<file path="config.mk">
export PLATFORM = sky130hd
export DESIGN_NAME = register_file_vector_param
export DESIGN_NICKNAME = d
export VERILOG_FILES = /design/src/rtl/register_file_vector_param.sv
export SDC_FILE = /design/constraint.sdc
export NUM_CORES = 2
export LEC_CHECK = 0
export ABC_AREA = 0
export CORE_ASPECT_RATIO = 2
export CORE_MARGIN = 1
export CORE_UTILIZATION = 40
export CTS_CLUSTER_DIAMETER = 30
export CTS_CLUSTER_SIZE = 16
export DETAILED_ROUTE_END_ITERATION = 8
export GPL_TIMING_DRIVEN = 1
export SLEW_MARGIN = 40
export SYNTH_ARGS = -nofsm -noshare
export SYNTH_HDL_FRONTEND = slang
export SYNTH_SLANG_ARGS = --single-unit
</file>
<file path="constraint.sdc">
create_clock -name clk -period 9.98 [get_ports clk]
set_input_delay 2.994 -clock clk [delete_from_list [all_inputs] [get_ports clk]]
set_output_delay 2.994 -clock clk [all_outputs]
set_load 0.02 [all_outputs]
</file>
<file path="src/rtl/register_file_vector_param.sv">
// Parametrised vector register file: 2 combinational read ports, 1 lane-masked write port, bulk-clear sequencer.
// Define VRF_BYPASS_EN to forward an accepted same-edge write onto matching read ports.
module register_file_vector_param #(
    parameter int unsigned N      = 256,
    parameter int unsigned DEPTH  = 8,
    parameter int unsigned LANE_W = 32,
    parameter int unsigned AW     = 5,
    parameter int unsigned BASE   = 16
) (
    input  logic                  clk,
    input  logic                  rst,
    input  logic [AW-1:0]         VA1,
    input  logic [AW-1:0]         VA2,
    input  logic [AW-1:0]         VA3,
    input  logic [N-1:0]          VWD3,
    input  logic                  VWE3,
    input  logic [N/LANE_W-1:0]   VWM3,
    input  logic                  clr_req,
    output logic [N-1:0]          VRD1,
    output logic [N-1:0]          VRD2,
    output logic                  busy,
    output logic                  wr_drop
);

    localparam int unsigned LANES = N / LANE_W;
    localparam int unsigned IW    = $clog2(DEPTH);
    localparam int unsigned LO    = BASE;
    localparam int unsigned HI    = BASE + DEPTH;

    typedef enum logic {S_IDLE, S_CLEAR} state_t;

    state_t         r_state, w_state_nxt;
    logic [IW-1:0]  r_ptr, w_ptr_nxt;
    logic [N-1:0]   r_mem [DEPTH];
    logic           r_wr_drop;
    logic [N-1:0]   w_lane_mask;
    logic           w_wr_ok;
    logic [IW-1:0]  w_wr_idx;
    logic [N-1:0]   w_wr_merged;

    function automatic logic f_valid(input logic [AW-1:0] a);
        return (32'(a) >= LO) && (32'(a) < HI);
    endfunction

    function automatic logic [IW-1:0] f_idx(input logic [AW-1:0] a);
        return IW'(a - AW'(BASE));
    endfunction

    always_comb begin
        w_lane_mask = '0;
        for (int unsigned i = 0; i < LANES; i++)
            w_lane_mask[i*LANE_W +: LANE_W] = {LANE_W{VWM3[i]}};
    end

    // A clear request wins over a same-edge write, so the write is dropped.
    assign w_wr_ok     = VWE3 && f_valid(VA3) && (r_state == S_IDLE) && !clr_req;
    assign w_wr_idx    = f_idx(VA3);
    assign w_wr_merged = (VWD3 & w_lane_mask) | (r_mem[w_wr_idx] & ~w_lane_mask);

    always_comb begin
        w_state_nxt = r_state;
        w_ptr_nxt   = r_ptr;
        case (r_state)
            S_IDLE: begin
                if (clr_req) begin
                    w_state_nxt = S_CLEAR;
                    w_ptr_nxt   = '0;
                end
            end
            S_CLEAR: begin
                w_ptr_nxt = r_ptr + IW'(1);
                if (r_ptr == IW'(DEPTH - 1))
                    w_state_nxt = S_IDLE;
            end
            default: w_state_nxt = S_IDLE;
        endcase
    end

    always_ff @(posedge clk or negedge rst) begin
        if (!rst) begin
            r_state   <= S_IDLE;
            r_ptr     <= '0;
            r_wr_drop <= 1'b0;
        end else begin
            r_state   <= w_state_nxt;
            r_ptr     <= w_ptr_nxt;
            r_wr_drop <= VWE3 && !w_wr_ok;
        end
    end

    always_ff @(posedge clk or negedge rst) begin
        if (!rst) begin
            for (int unsigned i = 0; i < DEPTH; i++)
                r_mem[i] <= '0;
        end else if (r_state == S_CLEAR) begin
            r_mem[r_ptr] <= '0;
        end else if (w_wr_ok) begin
            r_mem[w_wr_idx] <= w_wr_merged;
        end
    end

    always_comb begin
        VRD1 = f_valid(VA1) ? r_mem[f_idx(VA1)] : '0;
        VRD2 = f_valid(VA2) ? r_mem[f_idx(VA2)] : '0;
`ifdef VRF_BYPASS_EN
        if (w_wr_ok && (VA1 == VA3))
            VRD1 = w_wr_merged;
        if (w_wr_ok && (VA2 == VA3))
            VRD2 = w_wr_merged;
`endif
    end

    assign busy    = (r_state == S_CLEAR);
    assign wr_drop = r_wr_drop;

endmodule

</file>
== Word-level counts from Yosys, hierarchy flattened ==
Cells that the tools add are included.

* Register bits: 2053
* Output and inout port bits: 514
* Logic and storage cells: 75

* Add/sub/neg operators: 4
* Order comparisons: 12
* Equal/unequal tests: 2
* Muxes and demuxes: 23
* Bitwise operators: 11
* Reductions and logical operators: 12

{| class="wikitable"
|+ Operator list
! operator !! count
|-
| 2048-bit two-way mux || 2
|-
| 256-bit two-way mux || 10
|-
| 256-bit binary-select mux with 3-bit select || 3
|-
| 2048-bit bitwise AND || 1
|-
| 2048-bit bitwise mux || 1
|-
| 2048-bit NOT || 1
|-
| 256-bit demux with 3-bit select || 2
|-
| 256-bit bitwise AND || 2
|-
| 256-bit NOT || 1
|-
| 256-bit bitwise OR || 1
|-
| 4-bit greater-or-equal comparator, second input constant || 4
|-
| 3-bit NOT with 4-bit output || 4
|-
| 5-bit greater-or-equal comparator, second input constant || 3
|-
| 5-bit less-than comparator, second input constant || 3
|-
| 1-bit logical AND || 9
|-
| 3-bit by 1-bit subtractor with 3-bit output, second input constant || 3
|-
| 4-bit by 1-bit less-than comparator with 1-bit output, second input constant || 2
|-
| 3-bit one-hot mux with 2 select lines || 1
|-
| 3-bit by 1-bit adder with 3-bit output, second input constant || 1
|-
| 3-bit equality test, second input constant || 1
|-
| 3-bit two-way mux || 1
|-
| 1-bit zero test || 2
|-
| 1-bit two-way mux || 2
|-
| 2-bit != test, second input constant || 1
|-
| other kinds (3) || 3
|}

== Longest topological paths before layout ==
* Word-level depth: 10
* Mapped depth: 10
* Gate-level depth less buffers: 4

== Worst setup path after synthesis ==
Ideal clock, no wire load.

* Path kind: input to output
* Start point: input port VA1[0]
* End point: output port VRD1[215]
* Arrival: 4.803 ns
* Path slack: 2.183 ns
* Stages: 6
* Buffers on the path: 3
* Cells stage by stage: buf_2 > clkbuf_1 > buf_1 > mux4_2 > mux2i_1 > nor2_1

* Word-level cells in the longest chain between the ends: 6

{| class="wikitable"
|+ RTL lines
! element !! line !! source
|-
| from (decl) || 12 || <nowiki>input logic [AW-1:0] VA1,</nowiki>
|-
| 3-bit by 1-bit subtractor with 3-bit output || 46 || <nowiki>return IW'(a - AW'(BASE));</nowiki>
|-
| 3-bit NOT with 4-bit output (implied by the code) || 103 || <nowiki>VRD1 = f_valid(VA1) ? r_mem[f_idx(VA1)] : '0;</nowiki>
|-
| 256-bit binary-select mux with 3-bit select || 103 ||
|-
| 256-bit two-way mux (implied by the code) (2 in a row) || 103 ||
|-
| 256-bit two-way mux (*) || 103 ||
|-
| to (decl) || 19 || <nowiki>output logic [N-1:0] VRD1,</nowiki>
|}

Mark *: on every way between the ends. The rest lies on a longest branch, timed or not. The select of a mux whose other input is x is not followed.

== Worst setup path after layout ==
* Start point: input port VA2[0]
* End point: output port VRD2[228]

* Word-level cells in the longest chain between the ends: 6

{| class="wikitable"
|+ RTL lines
! element !! line !! source
|-
| from (decl) || 13 || <nowiki>input logic [AW-1:0] VA2,</nowiki>
|-
| 3-bit by 1-bit subtractor with 3-bit output || 46 ||
|-
| 3-bit NOT with 4-bit output (implied by the code) || 104 || <nowiki>VRD2 = f_valid(VA2) ? r_mem[f_idx(VA2)] : '0;</nowiki>
|-
| 256-bit binary-select mux with 3-bit select || 104 ||
|-
| 256-bit two-way mux (implied by the code) (2 in a row) || 104 ||
|-
| 256-bit two-way mux (*) || 104 ||
|-
| to (decl) || 20 || <nowiki>output logic [N-1:0] VRD2,</nowiki>
|}

Marked as above.

==> results.md <==
* Place WS at approximately 1.1 ns
* Dpl hpwl at around 310 mm
* # fillers at approximately 28000
* Hold WC Path Type: reg2reg
* Mapped Nets at 11964
* Antenna violations before repair at 57
* Critical R2R Launch: busy
* Final Setup Violations at 0
* CP endpoint kind: primary output
* Slew Viols, Final at 0
* Slew @ Worst Pin at 1.01 ns
* Gr usage total at between 30% and 40%
* Share of layout cells above drive strength 1 at between 10% and 20%
* H-tree levels at 5
* Commonest non-fill, non-tap cell in the layout: dfrtp_1
* CP Class: in2out
* DR iter-0 viols at approximately 12000
* YS warnings at 0
* Port buffer count at a little under 800
* Mapped cell area at ~130000 µm²
* Sequential cell area at 51400 µm²
* Cell Pwr Density at 178 nW/µm²
* Hold Crit Start: r_mem[928]
* I/O pin count at ~800
* Post-DRT Antenna Nets at 0
* Mux contribution to synthesized area at between 30 and 40%
* Endpoint, Worst Hold: r_mem[928]
* Startpoint Class: input port
* Req. time, crit path at between 6 and 7 ns
* CTS tree: yes
* CP max FO at 28
* CTS resizes at 0
* Rows at between 200 and 300
* CTS Root Cell: clkbuf_16
* Mean Syn Cell Area at 10.8 µm²
* DRC viols at 0
* Main combinational cell family by area after synthesis: multiplexers
* Post-synthesis compound-gate area fraction at 14.8%
* Sequential area share after synthesis at slightly above 40%
* Synth cell types at 38
* Layout area overhead at 20.2%
* Vias at 112281
* Most frequent cells in the layout: 2053 x dfrtp_1, 1633 x o21ai_0, 1349 x mux2i_1
* Status: finished, final reports clean
* Final period utilization at roughly 89%
* Worst vdd ir at 192 µV
* Reg2Reg Setup Slack at approximately 6.1 ns
* Final Routed Wirelength at around 530 mm
* Core area at approximately 310000 µm²
* Synth async-reset ratio at between 90% and 100%
* Initial Util at between 40% and 50%
* Simple-gate share of the synthesized area at 10.0%
* Largest net degree at the start of global routing at ~160
* Primary FF master, synth: dfrtp_1
* Via/cell ratio at 6.87
* Global-route wire length before repair at around 800 mm
* Period minus WS final at a little under 9 ns
* RSZ-0062 raised after global routing: false
* Final Core Density at between 40 and 50%
* Post-DR wirelength/cell at between 30 and 40 µm
* Reg-to-Reg End: r_mem[1912]
* Post-CTS Setup Bufs at 0
* Drt first pass iters at 9
* P_leak at 63.4 nW
* Post-Route Skew at around 0.054 ns
* Clock sinks at 2053
* Placed insts at 15641
* Vias in the first global route at 116119
* Flops & latches, synth at around 2000
* Bufs on Longest Clock Path at 4
* Worst Hold Path Cells at 2
* Num CTS Buffers at around 370
* Arr. time, crit path at 5.86 ns
* Worst rel slew slack at 32.5%
* Post-Synth XOR/XNOR Area at 0%
* Post-route cell area at 152000 µm²
* Post-Synth Adder-Cell Area at less than 1%
* Max-cap violations at 0
* DIE WIDTH at roughly 400 µm
* Final Hold Violating Endpoints at 0
* Multi-input logic area at ~70000 µm²
* CP Launch Point: VA2[0]
* Reg clk slew, reported paths at 0.05 ns
* Routability cong. at roughly 0.85
* Post-Synthesis Cells at approximately 12000
* Total die area at approximately 320000 µm²
* Max Fclk at between 100 and 150 MHz
* Non-Filler Instances at roughly 16000
* Die height at 798 µm
* Clock latency on the worst-skew pair at roughly 0.94 ns
* Final WS setup at between 1 and 1.5 ns
* R2R cell count at 8
* Post-synth EDFFs at 0
* GRT Residual Overflow at 0
* Area after DPL at 139000 µm²
* Post-CTS Hold Buffers at 0
* Setup_tns at 0 ns
* Nets at 12208
report_power, final:
group          internal, mW  leakage [nW]  total [mW]  switching, mW
clock network          8.58          6.28        13.4           4.86
logic                  1.21          28.4        4.86           3.65
registers              8.56          28.7        8.83          0.267
total                  18.3          63.4        27.1           8.77
registers in the layout, summed over array words and instances, names as in the netlist:
register  cells
busy          1
r_ptr         3
wr_drop       1
r_mem      2048
cell type report:
class / instances / area share, %
diodes: 26 / 0.0427
clock inverters: 234 / 2.00
repair buffers: 1130 / 8.05
clock buffers: 435 / 6.57
well taps: 4102 / 3.37
multi-input cells: 8366 / 46.2
flip-flops and latches: 2053 / 33.7
how the worst max path moves through the flow:
stage,endpoint,slack [ns],cells after the start
floorplan,VRD1[215],2.18,6
global placement,VRD2[103],0.95,7
detailed placement,VRD2[228],1.10,8
CTS,VRD2[228],1.07,8
global route,VRD2[228],1.04,8
finish,VRD2[228],1.13,8
worst max-delay path: stages:
cell and delay [ns]:
buf_8 0.47, buf_12 0.31, buf_12 0.29, mux4_2 0.54
mux2i_1 0.33, buf_4 0.23, nor2_1 0.07, clkdlybuf4s50_1 0.56
per-layer routing:
layer	vias up	part of all wire, %	routed length (µm)	GRT usage [%]
met5	-	0.075	401	0
met4	62	6.2	33300	19.1
met3	2140	11	60800	9.55
met2	7712	46	247000	51.8
met1	57280	36	192000	39.6
li1	45087	-	-	-
per-stage QoR:
stage	total power, mW	hold slack [ns]
2_1_floorplan	11.2	0.482
3_3_place_gp	13.5	0.495
3_5_place_dp	13.6	0.512
4_1_cts	27.0	0.524
5_1_grt	27.7	0.550
6_report	27.1	0.522
cells by family after synthesis:
family	count (synthesis)
AOI/OAI and AO/OA	2987
and+or+nand+nor	2910
muxes	2467
DFF	2053
buffers and inverters	1260
adders and majority gates	2
Yosys cell counts (all sizes together) (163+ instances only):
| cell | instances | area (µm²) |
|---|---|---|
| dfrtp | 2053 | 51400 |
| o21ai | 1769 | 8880 |
| mux2i | 1350 | 13500 |
| mux4 | 1117 | 25200 |
| nand2 | 1076 | 4040 |
| nand3 | 1027 | 5140 |
| clkbuf | 807 | 3030 |
| nor2 | 617 | 2320 |
| buf | 453 | 2100 |
| a22o | 374 | 3280 |
| a32oi | 326 | 2860 |
| nand2b | 167 | 1040 |
| a21oi | 164 | 821 |
| a22oi | 163 | 1220 |
(Power assumes the default switching activity.)
